===== src/rtl/stack_pkg.sv =====
// Shared constants for the stack sequencer: FSM state encodings and default geometry.
package stack_pkg;

  localparam int unsigned DW_DEF        = 32;
  localparam int unsigned DEPTH_DEF     = 1024;
  localparam int unsigned CTX_WORDS_DEF = 4;

  localparam logic [1:0] ST_IDLE    = 2'd0;
  localparam logic [1:0] ST_SAVE    = 2'd1;
  localparam logic [1:0] ST_RESTORE = 2'd2;
  localparam logic [1:0] ST_DONE    = 2'd3;

endpackage


===== src/rtl/stack_depth_ctr.sv =====
// Shadow word counter for the hardware stack with full/empty decode.
module stack_depth_ctr
  import stack_pkg::*;
#(
  parameter int unsigned DEPTH = DEPTH_DEF
) (
  input  logic                     clk,
  input  logic                     rst,
  input  logic                     inc,
  input  logic                     dec,
  output logic [$clog2(DEPTH):0]   depth,
  output logic                     full,
  output logic                     empty
);

  localparam int unsigned DEPTH_W = $clog2(DEPTH) + 1;

  logic [DEPTH_W-1:0] depth_q;
  logic [DEPTH_W-1:0] depth_d;

  always_comb begin
    depth_d = depth_q;
    if (inc && !dec) begin
      depth_d = depth_q + DEPTH_W'(1);
    end else if (dec && !inc) begin
      depth_d = depth_q - DEPTH_W'(1);
    end
  end

  always_ff @(posedge clk or posedge rst) begin
    if (rst) begin
      depth_q <= '0;
    end else begin
      depth_q <= depth_d;
    end
  end

  assign depth = depth_q;
  assign full  = (depth_q == DEPTH_W'(DEPTH));
  assign empty = (depth_q == '0);

endmodule


===== src/rtl/stack_ctrl.sv =====
// Arbiter/sequencer in front of the hardware stack: CPU single-word push/pop
// and atomic interrupt context save/restore bursts, with sticky error flags.
module stack_ctrl
  import stack_pkg::*;
#(
  parameter int unsigned DW        = DW_DEF,
  parameter int unsigned DEPTH     = DEPTH_DEF,
  parameter int unsigned CTX_WORDS = CTX_WORDS_DEF
) (
  input  logic                      clk,
  input  logic                      rst,
  input  logic                      cpu_push,
  input  logic                      cpu_pop,
  input  logic [DW-1:0]             cpu_wdata,
  output logic [DW-1:0]             cpu_rdata,
  output logic                      cpu_stall,
  input  logic                      ctx_save_req,
  input  logic                      ctx_restore_req,
  input  logic [CTX_WORDS*DW-1:0]   ctx_wdata,
  output logic [CTX_WORDS*DW-1:0]   ctx_rdata,
  output logic                      ctx_done,
  output logic                      ctx_busy,
  output logic                      stk_push,
  output logic                      stk_pop,
  output logic [DW-1:0]             stk_wdata,
  input  logic [DW-1:0]             stk_rdata,
  output logic [$clog2(DEPTH):0]    depth,
  output logic                      full,
  output logic                      empty,
  output logic                      ovf_err,
  output logic                      unf_err,
  input  logic                      err_clr
);

  localparam int unsigned DEPTH_W = $clog2(DEPTH) + 1;
  localparam int unsigned BEAT_W  = $clog2(CTX_WORDS);
  localparam int unsigned CTX_W   = CTX_WORDS * DW;

  logic [1:0]        state_q,     state_d;
  logic [BEAT_W-1:0] beat_q,      beat_d;
  logic [CTX_W-1:0]  ctx_buf_q,   ctx_buf_d;
  logic [CTX_W-1:0]  ctx_rdata_q, ctx_rdata_d;
  logic              ovf_err_q,   ovf_err_d;
  logic              unf_err_q,   unf_err_d;
  logic              cnt_inc, cnt_dec;
  logic              ovf_set, unf_set;
  logic              last_beat;

  stack_depth_ctr #(.DEPTH(DEPTH)) u_depth (
    .clk   (clk),
    .rst   (rst),
    .inc   (cnt_inc),
    .dec   (cnt_dec),
    .depth (depth),
    .full  (full),
    .empty (empty)
  );

  assign last_beat = (beat_q == BEAT_W'(CTX_WORDS - 1));

  // Next-state, strobe and capture logic; only one strobe source per state.
  always_comb begin
    state_d     = state_q;
    beat_d      = beat_q;
    ctx_buf_d   = ctx_buf_q;
    ctx_rdata_d = ctx_rdata_q;
    stk_push    = 1'b0;
    stk_pop     = 1'b0;
    stk_wdata   = cpu_wdata;
    cnt_inc     = 1'b0;
    cnt_dec     = 1'b0;
    ovf_set     = 1'b0;
    unf_set     = 1'b0;
    cpu_stall   = 1'b0;
    ctx_busy    = 1'b0;
    ctx_done    = 1'b0;
    case (state_q)
      ST_IDLE: begin
        cpu_stall = ctx_save_req | ctx_restore_req;
        if (ctx_save_req) begin
          if (depth <= DEPTH_W'(DEPTH - CTX_WORDS)) begin
            state_d   = ST_SAVE;
            ctx_buf_d = ctx_wdata;
            beat_d    = '0;
          end else begin
            ovf_set = 1'b1;
            state_d = ST_DONE;
          end
        end else if (ctx_restore_req) begin
          if (depth >= DEPTH_W'(CTX_WORDS)) begin
            state_d = ST_RESTORE;
            beat_d  = '0;
          end else begin
            unf_set = 1'b1;
            state_d = ST_DONE;
          end
        end else if (cpu_push && !cpu_pop) begin
          if (!full) begin
            stk_push = 1'b1;
            cnt_inc  = 1'b1;
          end else begin
            ovf_set = 1'b1;
          end
        end else if (cpu_pop && !cpu_push) begin
          if (!empty) begin
            stk_pop = 1'b1;
            cnt_dec = 1'b1;
          end else begin
            unf_set = 1'b1;
          end
        end
      end
      ST_SAVE: begin
        cpu_stall = 1'b1;
        ctx_busy  = 1'b1;
        stk_push  = 1'b1;
        stk_wdata = ctx_buf_q[32'(beat_q)*DW +: DW];
        cnt_inc   = 1'b1;
        beat_d    = beat_q + BEAT_W'(1);
        if (last_beat) state_d = ST_DONE;
      end
      ST_RESTORE: begin
        cpu_stall = 1'b1;
        ctx_busy  = 1'b1;
        stk_pop   = 1'b1;
        cnt_dec   = 1'b1;
        // Top of stack is the last saved word, so fill from the high word down.
        ctx_rdata_d[(CTX_WORDS - 1 - 32'(beat_q))*DW +: DW] = stk_rdata;
        beat_d    = beat_q + BEAT_W'(1);
        if (last_beat) state_d = ST_DONE;
      end
      ST_DONE: begin
        cpu_stall = 1'b1;
        ctx_busy  = 1'b1;
        ctx_done  = 1'b1;
        state_d   = ST_IDLE;
      end
      default: state_d = ST_IDLE;
    endcase
  end

  assign ovf_err_d = ovf_set | (ovf_err_q & ~err_clr);
  assign unf_err_d = unf_set | (unf_err_q & ~err_clr);

  always_ff @(posedge clk or posedge rst) begin
    if (rst) begin
      state_q     <= ST_IDLE;
      beat_q      <= '0;
      ctx_buf_q   <= '0;
      ctx_rdata_q <= '0;
      ovf_err_q   <= 1'b0;
      unf_err_q   <= 1'b0;
    end else begin
      state_q     <= state_d;
      beat_q      <= beat_d;
      ctx_buf_q   <= ctx_buf_d;
      ctx_rdata_q <= ctx_rdata_d;
      ovf_err_q   <= ovf_err_d;
      unf_err_q   <= unf_err_d;
    end
  end

  assign cpu_rdata = stk_rdata;
  assign ctx_rdata = ctx_rdata_q;
  assign ovf_err   = ovf_err_q;
  assign unf_err   = unf_err_q;

endmodule


===== config.mk =====
export PLATFORM = sky130hd
export DESIGN_NAME = stack_ctrl
export DESIGN_NICKNAME = d
export VERILOG_FILES = /design/src/rtl/stack_pkg.sv /design/src/rtl/stack_depth_ctr.sv /design/src/rtl/stack_ctrl.sv
export SDC_FILE = /design/constraint.sdc
export NUM_CORES = 1
export LEC_CHECK = 0
export ABC_AREA = 0
export BUFFER_PORTS_ARGS = -buffer_cell sky130_fd_sc_hd__buf_2
export CAP_MARGIN = 20
export CORE_AREA = 10 10 232 234
export DETAILED_ROUTE_END_ITERATION = 6
export DIE_AREA = 0 0 242 244
export GPL_TIMING_DRIVEN = 0
export PLACE_DENSITY_LB_ADDON = 0.25
export RECOVER_POWER = 25
export REMOVE_ABC_BUFFERS = 1
export SLEW_MARGIN = 10
export SYNTH_ARGS = -nofsm -noshare
export SYNTH_HDL_FRONTEND = slang
export SYNTH_SLANG_ARGS = --single-unit

===== constraint.sdc =====
create_clock -name clk -period 10.2 [get_ports clk]
set_input_delay 0.51 -clock clk [delete_from_list [all_inputs] [get_ports clk]]
set_output_delay 0.51 -clock clk [all_outputs]
set_load 0.01 [all_outputs]

==> summary.txt, run 1 <==
Floorplanning
  • Die Wd: 242 um
  • Top Ports: 411
  • Die area: 0.0590 mm^2
  • FP Rows: 82
  • Starting Density: 0.246
  • Placeable core area: 0.0495 mm^2
  • DIE HEIGHT: 244 um

Worst setup path
  • Critical path fanouts, max: 12
  • Critical path class: reg2reg
  • Max stage delay cell, worst path: or4_1
  • Worst path bufs/invs: 1
  • Startpoint Class: flop
  • Worst R2R Path Depth: 12
  • CP Capture Type: flop
  • Delay-heaviest family, CP: simple AND/OR/NAND/NOR gates
  • R2R Path End: u_depth.depth[9]$_DFFE_PP0P_
  • Arrival time at the worst endpoint: 4280 ps
  • Data required, critical path: 10,630 ps
  • R2r startpoint: u_depth.depth[2]$_DFFE_PP0P_
  • Slowest stage delay, CP: 650 ps
  • R2R Setup Slk: 6340 ps
  • CP most frequent cell: ha_1
  • Critical-path cell list: or4_1 -> nor3_4 -> nand2_1 -> a31oi_1 -> ha_1 -> inv_1 -> ha_1 -> a211o_1 -> or2_1 -> o211a_1 -> o21a_1 -> o31ai_1

Clock network
  • Clock Path Buffers: 3
  • Post-cts hold buffer count: 0
  • Setup Fix Bufs, Post-CTS: 0
  • CTS Buf Count: 34
  • CTS H-tree depth: 2
  • CTS tree: built
  • Clk sink count: 273
  • CTS root buf: clkbuf_16
  • Clk slew on worst S/H paths: 60 ps
  • Worst-skew pair later-pin latency: 530 ps
  • Post_cts resized: 0

Routing
  • DRC Markers: 0
  • Vias per Instance: 4.48
  • Final WL: 39,400 um
  • Antenna Nets Post-Route: 0
  • Iteration-0 DRC Markers: 375
  • Mean routed wirelength per cell: 20.6 um
  • Vias post-DR: 8,563
  • Drt pass-1 iters: 6

Power and ir drop
  • Gate power share: 0.398
  • Int Pwr: 3.29 mW
  • Sw Share: 0.341
  • Clock power frac: 0.248
  • Sw Pwr: 1.71 mW
  • Power per cell area: 311 mW/mm^2
  • Final Power: 5.00 mW
  • Peak supply drop: 0.119 mV
  • Leak pwr: 7.86 nW
  • Seq pwr share: 0.354

Placed design
  • DP HPWL: 29,100 um
  • GPL Wtd Cong: 0.789
  • I/O Buffers: 410

STA
  • Tcrit/Tclk final: 0.378
  • FMAX: 0.259 GHz
  • Fin. max-slew vios: 82
  • Slew headroom: -1.61
  • RSZ-0062 raised after global routing: no
  • Final setup fails: 0
  • Final Hold Violating Endpoints: 0
  • Final Skew: 10.3 ps
  • Final Critical Period: 3860 ps
  • Worst-Margin Slew: 3890 ps

Run
  • Max-Cap Viols: 1

Worst hold path
  • Hold/Removal Path Class: in2reg
  • Hold endpoint: ctx_buf_q[24]$_DFFE_PP0P_
  • Hold path cells: 2
  • Worst Hold Launch: ctx_wdata[24]

Yosys
  • Synth Warn #: 0
  • Top FF cell, synth: dfrtp_1
  • Synth unique cells: 58
  • Seq/Total Area, Yosys: 0.561
  • Area leader, netlist: dfrtp_1
  • EDFF count, synth: 0
  • Asr flop ratio synth: 1.00
  • Synthesis-stage register bit count: 273
  • Synth cell count leaders: dfrtp_1 (273), a22o_1 (132), mux2_1 (128), mux2_2 (35), buf_4 (33)
  • Post-synthesis average cell area: 14.7 um^2
  • Mapped Area: 0.0122 mm^2
  • Synth area leaders: dfrtp_1 (56%), mux2_1 (12%), a22o_1 (9.5%), mux4_2 (5.9%), mux2_2 (3.2%)
  • Top-area cell type share of the netlist area: 0.561
  • Most common cell in the netlist: dfrtp_1
  • Cell count after synthesis: 830

GRT
  • Vias in the first global route: 9,512
  • Largest net degree at the start of global routing: 103
  • GR Overflow Total: 0
  • All-Layer GR Usage: 0.131
  • First-pass GRT wire length: 60,400 um
  • Initial antenna violation count: 1

Cells and area
  • Area growth from synthesis to layout: 32.0%
  • Final Util: 0.325
  • Final #Nets: 1,432
  • Layout cells sized above 1: 0.463

Run status
  • Status: finished, violations left
  • Failing checks: max-capacitance violations, max-slew violations
through the flow:
step / TNS [ps] / hold WS (ps) / std cells / area (um^2) / setup slack [ps]
floorplan: 0 / 459 / 745 / 11600 / 2170
global placement: -384400 / 469 / 1827 / 14500 / -1450
detailed placement: 0 / 477 / 1848 / 14900 / 6360
CTS: 0 / 68.2 / 1907 / 16100 / 6340
global route: 0 / 165 / 1907 / 16100 / 6040
finish: 0 / 197 / 1912 / 16100 / 6340
layout make-up:
class | instances | area, um^2
timing repair buffer | 431 | 2430
clock buffer | 53 | 1040
tap | 672 | 841
fill | 5026 | 33400
antenna | 5 | 12.5
inverter | 15 | 57.6
sequential | 273 | 6840
clock inverter | 6 | 109
multi-input combinational | 457 | 4750
state kept, by name (all words and copies together) (netlist names):
register       flops
ctx_buf_q        128
ctx_rdata        128
u_depth.depth     11
beat_q             2
state_q            2
ovf_err            1
unf_err            1
power groups by stage:
| stage | registers [mW] | clock network (mW) | logic (mW) |
|---|---|---|---|
| 2_1_floorplan | 1.83 | 0 | 1.20 |
| 3_3_place_gp | 1.84 | 0 | 1.88 |
| 3_5_place_dp | 1.79 | 0 | 2.02 |
| 4_1_cts | 1.78 | 1.29 | 2.02 |
| 5_1_grt | 1.83 | 1.33 | 2.18 |
| 6_report | 1.77 | 1.24 | 1.99 |
cells by family after synthesis:
kind of cell / after synthesis / share of synthesized area
buffers and inverters: 100 / 0.0543
AOI/OAI and AO/OA: 171 / 0.119
adders and majority gates: 21 / 0.0222
xor gates and xnor gates: 7 / 0.00503
and+or+nand+nor: 63 / 0.0294
muxes: 195 / 0.210
DFF: 273 / 0.561
cell usage in the layout, fill, tap and decap left out, types with 5 or more instances in the layout:
master,netlist,layout
a211oi_1,5,5
a21oi_1,5,5
a22o_1,132,132
buf_16,0,6
buf_2,13,410
buf_6,3,8
clkbuf_1,24,8
clkbuf_16,0,35
clkbuf_8,0,10
dfrtp_1,273,271
diode_2,0,5
ha_1,20,19
inv_1,12,11
mux2_1,128,128
mux2_2,35,35
mux4_2,32,32
nand2_1,18,14
nand3_1,6,6
nor2_1,12,12
o21ai_0,8,8
worst max path at each step:
stage                                            start                            to  slack [ps]  cells after the start
after global placement                             rst     ctx_rdata[32]$_DFFE_PP0P_       -1450                      2
after CTS                 u_depth.depth[2]$_DFFE_PP0P_  u_depth.depth[9]$_DFFE_PP0P_        6340                     12
after floorplan                                    rst         beat_q[0]$_DFFE_PP0P_        2170                      1
after detailed placement  u_depth.depth[2]$_DFFE_PP0P_  u_depth.depth[9]$_DFFE_PP0P_        6360                     12
after global routing      u_depth.depth[2]$_DFFE_PP0P_  u_depth.depth[9]$_DFFE_PP0P_        6040                     12
final                     u_depth.depth[2]$_DFFE_PP0P_  u_depth.depth[9]$_DFFE_PP0P_        6340                     12
metal layers:
layer / GRT usage / share of wire
met4: 0.0401 / 0.018
met2: 0.205 / 0.45
met1: 0.169 / 0.44
met5: 0 / 0.00033
met3: 0.0444 / 0.084
No activity file was read; power rests on OpenSTA's default activity.
==> inputs of run 2 (changes only) <==
clock period = 3.5 ns   (was 10.2 ns; I/O delays follow)
==> summary.txt, run 2 (same netlist as run 1, synthesis figures left out) <==
Clock network
  • CTS H-tree depth: 2 (unchanged)
  • CTS tree: built
  • Worst-skew pair later-pin latency: 530 ps (about the same)
  • Clk slew on worst S/H paths: 60 ps (about the same)
  • CTS Buf Count: 34 (unchanged)
  • CTS root buf: clkbuf_16
  • Clock Path Buffers: 3 (unchanged)
  • Clk sink count: 273 (unchanged)

GRT
  • Initial antenna violation count: 0 (-1)
  • All-Layer GR Usage: 0.139 (+0.00739)
  • GR Overflow Total: 0 (unchanged)
  • Vias in the first global route: 10,300 (+8.4%)
  • Largest net degree at the start of global routing: 103 (unchanged)
  • First-pass GRT wire length: 64,300 um (+6.5%)

Floorplanning
  • FP Rows: 82 (unchanged)
  • Top Ports: 411 (unchanged)
  • Placeable core area: 0.0495 mm^2 (unchanged)
  • Die Wd: 242 um (unchanged)
  • Die area: 0.0590 mm^2 (unchanged)
  • DIE HEIGHT: 244 um (unchanged)
  • Starting Density: 0.246 (unchanged)

Worst setup path
  • Data required, critical path: 3960 ps (-6670 ps)
  • Worst R2R Path Depth: 14 (+2)
  • Max stage delay cell, worst path: or4_4
  • Slowest stage delay, CP: 570 ps (-80 ps)
  • R2R Path End: u_depth.depth[10]$_DFFE_PP0P_
  • Arrival time at the worst endpoint: 3880 ps (-400 ps)
  • Critical-path cell list: or4_4 -> nor3_4 -> nand2_2 -> a31oi_4 -> ha_4 -> clkinvlp_4 -> buf_12 -> buf_6 -> fa_2 -> a21o_1 -> a22o_1 -> nor3_2 -> a21bo_2 -> nand3_2
  • CP Capture Type: flop
  • R2R Setup Slk: 80 ps (-6270 ps)
  • Critical path fanouts, max: 4 (-8)
  • Startpoint Class: flop
  • R2r startpoint: u_depth.depth[7]$_DFFE_PP0P_
  • Critical path class: reg2reg

Power and ir drop
  • Leak pwr: 8.23 nW (+4.7%)
  • Peak supply drop: 0.356 mV (+200%)
  • Seq pwr share: 0.345 (-0.009)
  • Power per cell area: 843 mW/mm^2 (+170%)
  • Sw Pwr: 5.13 mW (+200%)
  • Gate power share: 0.413 (+0.015)
  • Clock power frac: 0.242 (-0.006)
  • Sw Share: 0.342 (+0.000848)
  • Int Pwr: 9.85 mW (+200%)
  • Final Power: 15.0 mW (+200%)

STA
  • FMAX: 0.292 GHz (+13%)
  • Fin. max-slew vios: 82 (unchanged)
  • WHS: 136 ps (-61.4 ps)
  • Final Hold Violating Endpoints: 0 (unchanged)
  • Tcrit/Tclk final: 0.977 (+0.599)
  • RSZ-0062 raised after global routing: yes
  • Final setup fails: 0 (unchanged)
  • Worst-Margin Slew: 1880 ps (-2010 ps)
  • Final Critical Period: 3420 ps (-435 ps)
  • Slew headroom: -0.258 (+1.35)
  • Final Skew: 12.1 ps (+1.78 ps)

Routing
  • Drt pass-1 iters: 4 (-2)
  • DRC Markers: 0 (unchanged)
  • Vias per Instance: 4.41 (-1.5%)
  • Iteration-0 DRC Markers: 357 (-4.8%)
  • Antenna Nets Post-Route: 0 (unchanged)
  • Mean routed wirelength per cell: 20.0 um (-3.1%)
  • Vias post-DR: 9,185 (+7.3%)
  • Final WL: 41,600 um (+5.5%)

Cells and area
  • FF+latch area: 0.00684 mm^2 (about the same)
  • Commonest non-fill, non-tap cell in the layout: buf_2
  • Layout cells sized above 1: 0.354 (-0.110)
  • Number of fill cells in the layout: 4,904 (-2.4%)
  • Final #Nets: 1,608 (+12%)
  • # diodes: 0 (-5)
  • Area growth from synthesis to layout: 45.8%
  • Footprint of the multi-input gates: 0.00483 mm^2 (+1.8%)
  • Most frequent cells in the layout: buf_2 (304), dfrtp_1 (267), dlygate4sd3_1 (160), a22o_1 (132), mux2_1 (128)

Placed design
  • DP HPWL: 29,100 um (unchanged)
  • I/O Buffers: 410 (unchanged)
  • GPL Wtd Cong: 0.789 (unchanged)

Worst hold path
  • Worst Hold Launch: ctx_save_req
  • Hold/Removal Path Class: in2reg
  • Hold endpoint: state_q[1]$_DFFE_PP0P_
  • Hold path cells: 4 (+2)

Run status
  • Status: finished, violations left
  • Failing checks: max-capacitance violations, max-slew violations

Run
  • Max-Cap Viols: 1 (unchanged)
run 2: changes by cell type in the layout (fill, tap and decap cells not counted), sizes merged:
cell	before	now
clkinvlp	1	2
clkbuf	53	159
inv	15	14
dlygate4sd3	0	160
buf	431	341
diode	5	0
run 2: how the worst max path moves through the flow:
stage / startpoint / to / slack, ps / cells past startpoint
2_1_floorplan: rst / beat_q[0]$_DFFE_PP0P_ / -4200 / 1
3_3_place_gp: rst / ctx_rdata[32]$_DFFE_PP0P_ / -7820 / 2
3_5_place_dp: u_depth.depth[2]$_DFFE_PP0P_ / u_depth.depth[9]$_DFFE_PP0P_ / -340 / 12
4_1_cts: u_depth.depth[3]$_DFFE_PP0P_ / u_depth.depth[9]$_DFFE_PP0P_ / -4 / 12
5_1_grt: u_depth.depth[7]$_DFFE_PP0P_ / u_depth.depth[10]$_DFFE_PP0P_ / -80 / 14
6_report: u_depth.depth[7]$_DFFE_PP0P_ / u_depth.depth[10]$_DFFE_PP0P_ / 80 / 14
run 2: critical path, delay by kind of cell (launching register included):
kind	cells	cell delay [ps]
flops	1	430
compound gates	4	860
buf+inv	3	380
fa+ha+maj	2	560
simple gates	5	1140
run 2: metal layers:
metal / wire, um / up-vias / global-route usage
met4: 729 / 0 / 0.0401
li1: - / 4193 / -
met1: 18100 / 4622 / 0.173
met3: 3320 / 47 / 0.0493
met2: 19500 / 323 / 0.223
met5: 0 / - / 0
run 2: per-stage QoR:
stage	cell area [um^2]	utilization	setup TNS, ps	instances	setup WS [ps]
floorplan	11600	-	-1200280	745	-4200
global placement	14500	0.293	-2689360	1827	-7820
detailed placement	14900	0.302	-1170	1848	-337
CTS	17800	0.360	-4.27	2077	-4.27
global route	17800	0.359	-205	2083	-76.3
finish	17800	0.359	0	2083	79.1
run 2: area by class of cell:
| cell class | instances | share of cell area |
|---|---|---|
| tap | 672 | 0.0473 |
| clock buffer | 53 | 0.0587 |
| multi-input combinational | 457 | 0.272 |
| clock inverter | 6 | 0.00613 |
| inverter | 15 | 0.00359 |
| sequential | 273 | 0.385 |
| timing repair buffer | 607 | 0.227 |
run 2: repair_timing:
| item | CTS | global route |
|---|---|---|
| setup buffers | 10 | 6 |
| pin swaps | 4 | 9 |
| setup endpoints to repair | 6 | 5 |
| hold buffers | 160 | 0 |
| resized for setup | 10 | 11 |
| hold endpoints to repair | 331 | 0 |
run 2: power by group through the flow:
stage	clock network, mW	registers, mW	logic [mW]
after floorplan	0	5.33	3.50
after global placement	0	5.37	5.48
after detailed placement	0	5.21	5.88
after CTS	3.77	5.18	6.19
after global routing	3.88	5.33	6.77
final	3.62	5.16	6.19
==> inputs of run 3 (changes only) <==
BUFFER_PORTS_ARGS = -buffer_cell sky130_fd_sc_hd__buf_4   (was -buffer_cell sky130_fd_sc_hd__buf_2)
CAP_MARGIN = 10   (was 20)
CORE_AREA = 10 10 233 235   (was 10 10 232 234)
DIE_AREA = 0 0 243 245   (was 0 0 242 244)
SYNTH_HIERARCHICAL = 1   (was not set)
==> summary.txt, run 3 <==
Run status
  • Failing checks: max-capacitance violations, max-slew violations
  • Status: finished, violations left

Clock network
  • Worst-skew pair later-pin latency: 540 ps (about the same)
  • Clk sink count: 273 (unchanged)
  • CTS tree: built
  • CTS H-tree depth: 2 (unchanged)
  • CTS Buf Count: 35 (+2.9%)
  • Clock Path Buffers: 3 (unchanged)
  • Clk slew on worst S/H paths: 50 ps (about the same)
  • CTS root buf: clkbuf_16

Yosys
  • EDFF count, synth: 0 (unchanged)
  • Mapped Area: 0.0123 mm^2 (+0.67%)
  • Asr flop ratio synth: 1.00 (unchanged)
  • Synthesis-stage register bit count: 273 (unchanged)
  • Seq/Total Area, Yosys: 0.557 (-0.00372)
  • Post-synthesis average cell area: 14.5 um^2 (-1.4%)
  • Most common cell in the netlist: dfrtp_1
  • Top-area cell type share of the netlist area: 0.557 (-0.00372)
  • Synth unique cells: 56 (-3.4%)
  • Synth cell count leaders: dfrtp_1 (273), a22o_1 (128), mux2_1 (128)
  • Area leader, netlist: dfrtp_1
  • Synth Warn #: 6 (+6)
  • Synth area leaders: dfrtp_1 (56%), mux2_1 (12%), a22o_1 (9.1%), mux4_2 (5.9%), mux2_2 (2.9%)
  • Top FF cell, synth: dfrtp_1
  • Cell count after synthesis: 847 (+2.0%)

Floorplanning
  • Die area: 0.0595 mm^2 (+0.82%)
  • FP Rows: 82 (unchanged)
  • Placeable core area: 0.0497 mm^2 (+0.41%)
  • Starting Density: 0.247 (+0.000620)
  • DIE HEIGHT: 245 um (+0.41%)
  • Die Wd: 243 um (+0.41%)
  • Top Ports: 411 (unchanged)

STA
  • Fin. max-slew vios: 90 (+9.8%)
  • Final Hold Violating Endpoints: 0 (unchanged)
  • Final Skew: 21.3 ps (+9.22 ps)
  • Final Critical Period: 3400 ps (-23.5 ps)
  • Final worst-path setup slack: 103 ps (+23.5 ps)
  • FMAX: 0.294 GHz (+0.69%)
  • Final setup fails: 0 (unchanged)
  • Slew headroom: -0.423 (-0.165)
  • Worst-Margin Slew: 2140 ps (+252 ps)
  • Tcrit/Tclk final: 0.971 (-0.00671)

GRT
  • GR Overflow Total: 0 (unchanged)
  • Vias in the first global route: 10,500 (+2.0%)
  • First-pass GRT wire length: 67,000 um (+4.3%)
  • Largest net degree at the start of global routing: 108 (+4.9%)
  • All-Layer GR Usage: 0.144 (+0.00528)
  • Initial antenna violation count: 0 (unchanged)

Cells and area
  • Most frequent cells in the layout: buf_4 (367), dfrtp_1 (265), dlygate4sd3_1 (164), a22o_1 (128), mux2_1 (128)
  • Cell Count, Final, Fillers Out: 2,116 (+1.6%)
  • Final Util: 0.380 (+0.0211)
  • Number of fill cells in the layout: 4,819 (-1.7%)
  • Final #Nets: 1,638 (+1.9%)
  • Area growth from synthesis to layout: 54.0%
  • Layout cells sized above 1: 0.384 (+0.0303)
  • Commonest non-fill, non-tap cell in the layout: buf_4

Power and ir drop
  • Power per cell area: 794 mW/mm^2 (-5.8%)
  • Final Power: 15.0 mW (+0.20%)
  • Leak pwr: 8.72 nW (+6.0%)
  • Peak supply drop: 0.306 mV (-14%)

Worst setup path
  • Critical path class: reg2reg
  • Startpoint Class: flop
  • Arrival time at the worst endpoint: 3790 ps (-90 ps)
  • Data required, critical path: 3890 ps (-70 ps)
  • Critical path fanouts, max: 6 (+2)
  • CP Capture Type: flop

Placed design
  • I/O Buffers: 410 (unchanged)
  • Placed Instances: 1,868 (+1.1%)
  • DP HPWL: 30,700 um (+5.4%)
  • Post-Place Setup Slack: -404 ps (-67.0 ps)
  • GPL Wtd Cong: 0.791 (+0.18%)

Run
  • Max-Cap Viols: 1 (unchanged)

Routing
  • Vias post-DR: 9,441 (+2.8%)
  • Antenna Nets Post-Route: 0 (unchanged)
  • Drt pass-1 iters: 4 (unchanged)
  • Iteration-0 DRC Markers: 400 (+12%)
  • DRC Markers: 0 (unchanged)
  • Final WL: 43,600 um (+4.8%)
  • Mean routed wirelength per cell: 20.6 um (+3.2%)
  • Vias per Instance: 4.46 (+1.2%)

Worst hold path
  • Hold/Removal Path Class: in2reg
-- run 3: power by group --
group          switching, mW  total, mW  internal (mW)
sequential             0.739       5.07           4.33
combinational           2.91       6.37           3.46
clock                   1.41       3.57           2.16
-- run 3: logic make-up after synthesis --
logic type,synth area share
AOI/OAI and AO/OA,0.120
muxes,0.209
DFF,0.557
adders and majority gates,0.0231
and+or+nand+nor,0.0327
buffers and inverters,0.0562
xor gates and xnor gates,0.00214
-- run 3: layout make-up --
class,count,area [um^2],share of cell area
flip-flops and latches,273,6840,0.362
clock buffers,52,1050,0.0556
well taps,672,841,0.0445
clock inverters,11,101,0.00536
repair buffers,619,5030,0.266
multi-input cells,466,4930,0.261
inverters,22,90.1,0.00477
diodes,1,2.50,0.000132
-- run 3: path summary, 6_finish.rpt --
kind	start	to	slack (ps)	depth (start not counted)
hold reg to reg	ctx_buf_q[69]$_DFFE_PP0P_	ctx_buf_q[69]$_DFFE_PP0P_	480	1
setup / recovery	u_depth/depth[5]$_DFFE_PP0P_	u_depth/depth[10]$_DFFE_PP0P_	100	15
min in group asynchronous	rst	u_depth/depth[7]$_DFFE_PP0P_	300	3
max in group asynchronous	rst	beat_q[0]$_DFFE_PP0P_	680	4
setup reg to reg	u_depth/depth[5]$_DFFE_PP0P_	u_depth/depth[10]$_DFFE_PP0P_	100	15
hold / removal	cpu_pop	ovf_err$_DFF_PP0_	50	4
-- run 3: per-stage QoR --
step | setup TNS [ps] | hold WS, ps | area (um^2)
after floorplan | -1129010 | 27.4 | 11700
after global placement | -2566680 | 246 | 15600
after detailed placement | -676 | 282 | 16000
after CTS | 0 | 3.87 | 18900
after global routing | -40.0 | 93.7 | 18900
final | 0 | 48.6 | 18900
-- run 3: timing repair --
action,4_1_cts,5_1_grt
setup endpoints to repair,5,5
endpoints found under the hold margin,357,0
pin swaps,0,11
resized for setup,9,26
setup buffers,3,17
hold buffers,164,0
-- run 3: per-layer routing --
layer  wire [um]  global-route usage
met5           0                   0
met2       20100               0.229
met3        3540              0.0506
met4         952              0.0445
met1       19000               0.180
-- run 3: worst max-delay path: stages, from the launching register on --
cell and delay (ps):
dfrtp_2 480, nor4_2 230, nand3_1 160, nor2_2 160
nor3b_1 70, a21o_1 200, inv_2 70, ha_4 150
clkinvlp_4 140, buf_6 160, ha_4 290, nand4_1 150
nor2_2 190, a21oi_4 90, a31o_1 210, or4_1 510
